File: src/rtl/fir_stream_arbiter.sv
// Two-requester frame arbiter for a shared FIR with tag-based return routing; zero added latency on data beats, one grant cycle per frame.
// Backpressure passes straight through both paths, and a full tag FIFO holds new grants. FIR_ARB_FIXED_PRIORITY_EN selects fixed priority (requester 0 wins ties).

module fir_arb_tag_fifo #(
   parameter int DEPTH = 4
) (
   input  logic clk,
   input  logic reset,
   input  logic i_push,
   input  logic i_push_dat,
   input  logic i_pop,
   output logic o_full,
   output logic o_empty,
   output logic o_head
);
   localparam int AW = $clog2(DEPTH);

   logic [AW:0]      r_wr_ptr;
   logic [AW:0]      r_rd_ptr;
   logic [DEPTH-1:0] r_mem;
   logic             w_do_push;
   logic             w_do_pop;

   // Extra pointer MSB tells full from empty when the index bits match
   assign o_empty   = (r_wr_ptr == r_rd_ptr);
   assign o_full    = (r_wr_ptr[AW-1:0] == r_rd_ptr[AW-1:0]) && (r_wr_ptr[AW] != r_rd_ptr[AW]);
   assign o_head    = r_mem[r_rd_ptr[AW-1:0]];
   assign w_do_pop  = i_pop && !o_empty;
   assign w_do_push = i_push && (!o_full || w_do_pop);

   always_ff @(posedge clk) begin
      if (reset) begin
         r_wr_ptr <= '0;
         r_rd_ptr <= '0;
         r_mem    <= '0;
      end else begin
         if (w_do_push) begin
            r_mem[r_wr_ptr[AW-1:0]] <= i_push_dat;
            r_wr_ptr                <= r_wr_ptr + (AW+1)'(1);
         end
         if (w_do_pop) begin
            r_rd_ptr <= r_rd_ptr + (AW+1)'(1);
         end
      end
   end
endmodule

module fir_stream_arbiter #(
   parameter int DATA_WIDTH = 16,
   parameter int TAG_DEPTH  = 4
) (
   input  logic                  clk,
   input  logic                  reset,
   input  logic [DATA_WIDTH-1:0] s0_axis_fir_tdata,
   input  logic                  s0_axis_fir_tvalid,
   input  logic                  s0_axis_fir_tlast,
   output logic                  s0_axis_fir_tready,
   input  logic [DATA_WIDTH-1:0] s1_axis_fir_tdata,
   input  logic                  s1_axis_fir_tvalid,
   input  logic                  s1_axis_fir_tlast,
   output logic                  s1_axis_fir_tready,
   output logic [DATA_WIDTH-1:0] fir_s_tdata,
   output logic                  fir_s_tvalid,
   output logic                  fir_s_tlast,
   input  logic                  fir_s_tready,
   input  logic [DATA_WIDTH-1:0] fir_m_tdata,
   input  logic                  fir_m_tvalid,
   input  logic                  fir_m_tlast,
   output logic                  fir_m_tready,
   output logic [DATA_WIDTH-1:0] m0_axis_fir_tdata,
   output logic                  m0_axis_fir_tvalid,
   output logic                  m0_axis_fir_tlast,
   input  logic                  m0_axis_fir_tready,
   output logic [DATA_WIDTH-1:0] m1_axis_fir_tdata,
   output logic                  m1_axis_fir_tvalid,
   output logic                  m1_axis_fir_tlast,
   input  logic                  m1_axis_fir_tready,
   output logic                  busy
);
   typedef enum logic [1:0] {
      ST_IDLE   = 2'd0,
      ST_GRANT0 = 2'd1,
      ST_GRANT1 = 2'd2
   } state_t;

   state_t r_state;
   state_t w_state_nxt;
   logic   w_grant_vld;
   logic   w_grant_id;
   logic   w_frame_done;
   logic   w_tie_id;
   logic   w_tag_full;
   logic   w_tag_empty;
   logic   w_tag_head;
   logic   w_pop;
   logic   w_can_push;

`ifdef FIR_ARB_FIXED_PRIORITY_EN
   assign w_tie_id = 1'b0;
`else
   logic r_last_srv;

   always_ff @(posedge clk) begin
      if (reset) begin
         r_last_srv <= 1'b1;
      end else if (w_frame_done) begin
         r_last_srv <= (r_state == ST_GRANT1);
      end
   end

   assign w_tie_id = ~r_last_srv;
`endif

   // A pop in the same cycle frees the slot a new grant needs
   assign w_can_push = !w_tag_full || w_pop;

   always_ff @(posedge clk) begin
      if (reset) begin
         r_state <= ST_IDLE;
      end else begin
         r_state <= w_state_nxt;
      end
   end

   always_comb begin
      w_state_nxt        = r_state;
      w_grant_vld        = 1'b0;
      w_grant_id         = 1'b0;
      w_frame_done       = 1'b0;
      s0_axis_fir_tready = 1'b0;
      s1_axis_fir_tready = 1'b0;
      fir_s_tdata        = '0;
      fir_s_tvalid       = 1'b0;
      fir_s_tlast        = 1'b0;
      case (r_state)
         ST_IDLE: begin
            if ((s0_axis_fir_tvalid || s1_axis_fir_tvalid) && w_can_push) begin
               w_grant_vld = 1'b1;
               w_grant_id  = (s0_axis_fir_tvalid && s1_axis_fir_tvalid) ? w_tie_id : !s0_axis_fir_tvalid;
               w_state_nxt = w_grant_id ? ST_GRANT1 : ST_GRANT0;
            end
         end
         ST_GRANT0: begin
            fir_s_tdata        = s0_axis_fir_tdata;
            fir_s_tvalid       = s0_axis_fir_tvalid;
            fir_s_tlast        = s0_axis_fir_tlast;
            s0_axis_fir_tready = fir_s_tready;
            if (s0_axis_fir_tvalid && fir_s_tready && s0_axis_fir_tlast) begin
               w_frame_done = 1'b1;
               w_state_nxt  = ST_IDLE;
            end
         end
         ST_GRANT1: begin
            fir_s_tdata        = s1_axis_fir_tdata;
            fir_s_tvalid       = s1_axis_fir_tvalid;
            fir_s_tlast        = s1_axis_fir_tlast;
            s1_axis_fir_tready = fir_s_tready;
            if (s1_axis_fir_tvalid && fir_s_tready && s1_axis_fir_tlast) begin
               w_frame_done = 1'b1;
               w_state_nxt  = ST_IDLE;
            end
         end
         default: begin
            w_state_nxt = ST_IDLE;
         end
      endcase
   end

   fir_arb_tag_fifo #(
      .DEPTH (TAG_DEPTH)
   ) u_tag_fifo (
      .clk        (clk),
      .reset      (reset),
      .i_push     (w_grant_vld),
      .i_push_dat (w_grant_id),
      .i_pop      (w_pop),
      .o_full     (w_tag_full),
      .o_empty    (w_tag_empty),
      .o_head     (w_tag_head)
   );

   // Head tag names the requester whose frame is leaving the FIR
   assign fir_m_tready       = !w_tag_empty && (w_tag_head ? m1_axis_fir_tready : m0_axis_fir_tready);
   assign w_pop              = fir_m_tvalid && fir_m_tready && fir_m_tlast;
   assign m0_axis_fir_tdata  = fir_m_tdata;
   assign m0_axis_fir_tlast  = fir_m_tlast;
   assign m0_axis_fir_tvalid = fir_m_tvalid && !w_tag_empty && !w_tag_head;
   assign m1_axis_fir_tdata  = fir_m_tdata;
   assign m1_axis_fir_tlast  = fir_m_tlast;
   assign m1_axis_fir_tvalid = fir_m_tvalid && !w_tag_empty && w_tag_head;

   assign busy = (r_state != ST_IDLE);
endmodule

File: config.mk
export PLATFORM = sky130hd
export DESIGN_NAME = fir_stream_arbiter
export DESIGN_NICKNAME = d
export VERILOG_FILES = /design/src/rtl/fir_stream_arbiter.sv
export SDC_FILE = /design/constraint.sdc
export NUM_CORES = 1
export LEC_CHECK = 0
export CAP_MARGIN = 20
export CORE_ASPECT_RATIO = 0.8
export CORE_MARGIN = 2
export CORE_UTILIZATION = 29
export CTS_CLUSTER_DIAMETER = 120
export DETAILED_ROUTE_END_ITERATION = 8
export PLACE_DENSITY_LB_ADDON = 0.25
export SLEW_MARGIN = 25
export SYNTH_ARGS = -nofsm -noshare
export SYNTH_HDL_FRONTEND = slang
export SYNTH_SLANG_ARGS = --single-unit
File: constraint.sdc
create_clock -name clk -period 1.92 [get_ports clk]
set_input_delay 0.192 -clock clk [delete_from_list [all_inputs] [get_ports clk]]
set_output_delay 0.192 -clock clk [all_outputs]
set_load 0.01 [all_outputs]
* After elaboration in Yosys (flattened, before gate mapping)
Index checks and enable logic that the tools add are counted.
** Word-level totals
- Bits in registers :: 13
- Bits of input ports :: 59
- Output and inout bits :: 58
- Word-level logic and storage cells :: 69
** Cells by class
- Add/sub/neg operators :: 2
- Order comparisons :: 3
- Eq/ne operators :: 8
- Multiplexer cells :: 24
- Bitwise operators :: 1
- Reduce and logical (&&, ||, !) cells :: 26
** Operators by type and width (count)
- $pmux 16 s2 :: 1
- $logic_and 1x1->1 :: 16
- $mux 1 :: 12
- $mux 2 :: 4
- $add 3x1->3 const B :: 2
- $lt 2x3->1 const B :: 2
- $pmux 1 s2 :: 3
- $pmux 2 s3 :: 1
- $bwmux 4 :: 1
- $logic_not 1->1 :: 4
- $ne 2x2->1 const B :: 2
- $eq 3x3->1 :: 1
- $logic_or 1x1->1 :: 3
- $reduce_and 3->1 :: 1
- $bmux 1 s2 :: 1
- $demux 1 s2 :: 1
- $eq 2x1->1 const B :: 1
- $eq 2x2->1 :: 1
- $eq 2x2->1 const B :: 1
- $ge 2x1->1 const B :: 1
- $logic_not 2->1 :: 1
- $ne 2x1->1 const B :: 1
- $reduce_bool 2->1 :: 1
- $ne 1x1->1 :: 1
- $not 1->1 :: 1

* Logic depth before layout (Yosys ltp)
- Depth after elaboration :: 11
- Depth in mapped cells :: 7
- Mapped depth without buffers :: 7

* Cells and area by module
A second synthesis with hierarchy kept.
** Second synthesis, totals
- Cells, all modules :: 170
- Area, all modules :: 1388.8 um2
** Modules (own cells, without submodules)
- fir_stream_arbiter :: instances 1, cells each 116, area an instance 830.8 um2, seq. area each 60.1 um2
- fir_arb_tag_fifo :: instances 1, cells each 54, area an instance 558.0 um2, seq. area each 200.2 um2

* Least setup slack after synthesis
Ideal clock, no wire load.
- Path kind :: flip-flop to flip-flop
- From :: reg u_tag_fifo.r_rd_ptr[0]
- To :: reg u_tag_fifo.r_mem[0]
- Library setup time :: 0.086 ns
- Data arrival time :: 1.844 ns
- Data required time :: 1.834 ns
- Path slack :: -0.009 ns
- Stages on the path, launching flop included :: 6
- Path buffers :: 0
- Period minus slack after synthesis :: 1.929 ns
- Path through :: dfxtp_1 -> mux4_2 -> mux2i_2 -> o31ai_4 -> a21oi_1 -> a211oi_1
** Between the ends
- Cells in the longest elaborated chain, start to end :: 11
- Elaborated cells between the ends (all ways) :: 21
- Classes of those cells :: eq/ne: 2; mux: 8; reduce/logical: 11
** RTL lines
- start: declaration :: line 19 : logic [AW:0] r_rd_ptr;
- start signal: assignment :: line 42 : r_rd_ptr <= r_rd_ptr + (AW+1)'(1);
- $bmux 1 s2 :: line 27 : assign o_head = r_mem[r_rd_ptr[AW-1:0]];
- $mux 1 (implied by the code) :: line 27
- $mux 1 :: line 183 : assign fir_m_tready = !w_tag_empty && (w_tag_head ? m1_axis_fir_tready : m0_axis_fir_tready);
- $logic_and 1x1->1 :: line 183
- $logic_and 1x1->1 (2 in series) :: line 184 : assign w_pop = fir_m_tvalid && fir_m_tready && fir_m_tlast;
- $logic_or 1x1->1 :: line 115 : assign w_can_push = !w_tag_full || w_pop;
- $logic_and 1x1->1 :: line 137 : if ((s0_axis_fir_tvalid || s1_axis_fir_tvalid) && w_can_push) begin
- $mux 1 :: line 137
- $mux 1 :: line 135 : case (r_state)
- $bwmux 4 / $logic_and 1x1->1 (equally long branches) :: line 38, 29
- end signal: indexed assignment :: line 38 : r_mem[r_wr_ptr[AW-1:0]] <= i_push_dat;
- end: declaration :: line 20 : logic [DEPTH-1:0] r_mem;
Parallel ways exist; a longest one is shown, timed or not. The select of a mux whose other input is x is not followed.
A chain may end at the register's enable or synchronous reset.

* Worst setup path after layout
- From :: reg u_tag_fifo.r_rd_ptr[0]
- To :: reg r_state[0]
** Between the ends
- Cells in the longest elaborated chain, start to end :: 10
- Elaborated cells between the ends (all ways) :: 15
- Classes of those cells :: eq/ne: 3; mux: 3; reduce/logical: 9
** RTL lines
- $bmux 1 s2 :: line 27
- $mux 1 (implied by the code) :: line 27
- $mux 1 :: line 183
- $logic_and 1x1->1 :: line 183
- $logic_and 1x1->1 (2 in series) :: line 184
- $logic_or 1x1->1 * :: line 115
- $logic_and 1x1->1 * :: line 137
- $ne 2x2->1 (no line) *
- $reduce_and 3->1 (no line) *
- end signal: assignment :: line 121 : r_state <= w_state_nxt;
- end: declaration :: line 86 : state_t r_state;
Every way passes the cells marked *; elsewhere a longest branch is shown, timed or not. The select of a mux whose other input is x is not followed.

==> results.txt <==
Seq/Total Area, Yosys: 19.0%
Vias: 1,310
GRT Total Usage: 15.0%
Most common cell in the netlist: buf_4
Synth cell count leaders: 34 x buf_4, 19 x a22oi_1, 18 x nor2b_1
Post-synthesis sequential element count: 13
Mapped Area: 0.00137 mm²
Die ar.: 0.00529 mm²
Worst Clk Skew: 0.00101 ns
Die width: 80.8 µm
N_diodes: 0
Synth Net Count: 233
Commonest register cell after synthesis: dfxtp_1
PwrDens: 769 mW/mm²
Top delay family on crit path: multiplexers
Yosys cell types: 36
Post-DP HPWL: 2.87 mm
First-pass GRT wire length: 6.32 mm
First DRT Iteration DRCs: 80
F_max: 0.495 GHz
Root cell of the clock tree: clkbuf_8
Post-synth EDFFs: 0
Slew headroom: 65.5%
Worst Tran Pin Value: 0.512 ns
Synth area leaders: dfxtp_1 19%, buf_4 19%, a22oi_1 10%
Final setup fails: 12
Fraction of layout cells with a size suffix above 1: 19.2%
Initial antenna violation count: 0
Worst slack at placement: -0.0676 ns
Fin Setup TNS: -0.778 ns
First-pass DRT Iterations: 6
DRT Wirelength: 3.78 mm
Number of placed instances, taps included: 274
Bufs and invs on worst path: 3
Data arrival time of the critical path: 2.17 ns
CP Capture Type: register
Die span in y: 65.5 µm
CTS tree: yes
Gpl congestion: 0.702
Hold Slack: 0.384 ns
Mean post-synth cell area: 8.25 µm²
Crit-path slowest cell: mux4_2
DRC viols: 0
GRT overflow: 0
Syn Inst Count: 166
Largest net degree at the start of global routing: 23
Core Region: 0.00457 mm²
Initial Util: 30.0%
Worst path max stage delay: 0.53 ns
Antenna Violating Nets Remaining: 0
Max Transition Viols Final: 0
Hold Crit Class: input pin to output pin
H-tree Lvls: 1
Cell leakage power: 0.882 nW
Synth top area share: 19.0%
Number of max-cap violations: 0
I/O Pins: 117
Clk buf depth: 2
Nets: 287
RSZ-0062 raised after global routing: true
Clock Sinks: 13
Port Buffers: 68
Final min period: 2.02 ns
Number of global-route vias before repair: 1,367
Setup ws final: -0.101 ns
Crit path required time: 2.07 ns
Drt wl/cell: 13.5 µm
Reg clk slew, reported paths: 0.05 ns
Async SR Flop Fraction: 0%
P&R area growth vs syn: 55.5%
Vias per cell: 4.70
Crit path top cell by count: buf_6
Site row count: 22
CP cell instances: mux4_2 -> buf_6 -> mux2i_4 -> buf_12 -> o31ai_4 -> buf_6 -> nand3_1 -> o32ai_1
Crit share post-route: 105%
Clk_lat worst skew: 0.24 ns
Post-Layout Cell Count: 279
CP Class: register to register
Yosys warns: 0
Count of final hold-check violations: 0
Largest area contributor in the netlist: dfxtp_1
Failing checks: setup timing
Critical path fanouts, max: 7
Peak VDD IR: 0.371 mV
Status: finished with violations
Num CTS Buffers: 3
Startpoint Class: register
## area by class of cell
cell class                 instances  area [µm²]
fill                             489        2440
timing repair buffer              89         865
multi-input combinational        104         851
sequential                        13         262
tap                               60        75.1
clock buffer                       4        45.0
inverter                           9        33.8
## worst register-to-register path, cell delays in order (launching register included)
cell and delay, ns:
dfxtp_2 0.33, mux4_2 0.53, buf_6 0.14, mux2i_4 0.18
buf_12 0.14, o31ai_4 0.17, buf_6 0.16, nand3_1 0.14
o32ai_1 0.13
## timing repair
item	4_1_cts	5_1_grt
gates resized for setup	34	10
pin swaps	6	0
hold buffers	0	0
buffers inserted	1	0
setup endpoints to repair	31	17
## state kept, by name (all words and copies together), names as in the netlist
signal / flops
r_last_srv: 1
r_state: 2
u_tag_fifo.r_mem: 4
u_tag_fifo.r_rd_ptr: 3
u_tag_fifo.r_wr_ptr: 3
## stage by stage
step / util (%) / area [µm²] / power (W)
2_1_floorplan: - / 1370 / 0.000921
4_1_cts: 46.3 / 2120 / 0.00164
3_5_place_dp: 44.6 / 2040 / 0.00137
3_3_place_gp: 44.6 / 2040 / 0.00137
6_report: 46.6 / 2130 / 0.00164
5_1_grt: 46.6 / 2130 / 0.00176
## power breakdown
| part | total (W) | internal, W | switching (W) |
|---|---|---|---|
| Sequential | 0.000351 | 0.000319 | 0.0000318 |
| Clock | 0.000239 | 0.000146 | 0.0000924 |
| Combinational | 0.00105 | 0.000571 | 0.000477 |
| Total | 0.00164 | 0.00104 | 0.000601 |
## layer usage
metal | wire length [µm] | share of wire, % | GRT usage (%)
met5 | 0 | 0 | 0
met4 | 46 | 1.2 | 3.18
met2 | 1860 | 49 | 25.5
met3 | 212 | 5.6 | 4.26
met1 | 1660 | 44 | 18.9
## cell families after synthesis
family / after synthesis / share of synthesized area (%)
buffers and inverters: 49 / 23.5
and+or+nand+nor: 44 / 18.7
AOI/OAI and AO/OA: 42 / 23.6
DFF: 13 / 19.0
adders and majority gates: 8 / 7.31
xor gates and xnor gates: 6 / 3.84
muxes: 4 / 4.11
## cells in the final DEF (no fill, tap or decap), types with 2 or more instances in the layout
| master | instances |
|---|---|
| and2_1 | 2 |
| xor2_1 | 2 |
| o21ai_0 | 3 |
| nor3_1 | 2 |
| clkdlybuf4s50_1 | 46 |
| nand3_1 | 5 |
| nand2_1 | 2 |
| o211ai_1 | 2 |
| clkbuf_8 | 3 |
| a22oi_1 | 19 |
| buf_4 | 14 |
| a211oi_1 | 3 |
| nor2_1 | 7 |
| nor2b_1 | 18 |
| clkbuf_2 | 2 |
| buf_12 | 4 |
| dlygate4sd2_1 | 18 |
| mux2i_1 | 2 |
| buf_6 | 3 |
| dfxtp_1 | 12 |
| inv_1 | 8 |
| ha_1 | 7 |
| xnor2_1 | 3 |
| a21oi_1 | 5 |
## path summary, 6_finish.rpt
path / startpoint / to / slack, ns / cells after the start
worst max-delay path: u_tag_fifo.r_rd_ptr[0]$_SDFFE_PP0P_ / r_state[0]$_SDFFE_PP0P_ / -0.10 / 8
worst min-delay path: fir_m_tdata[2] / m0_axis_fir_tdata[2] / 0.38 / 0
worst max register to register: u_tag_fifo.r_rd_ptr[0]$_SDFFE_PP0P_ / r_state[0]$_SDFFE_PP0P_ / -0.10 / 8
worst min register to register: u_tag_fifo.r_mem[1]$_SDFFE_PP0P_ / u_tag_fifo.r_mem[1]$_SDFFE_PP0P_ / 0.52 / 2
Note: power is estimated with default switching activity, not from simulation.
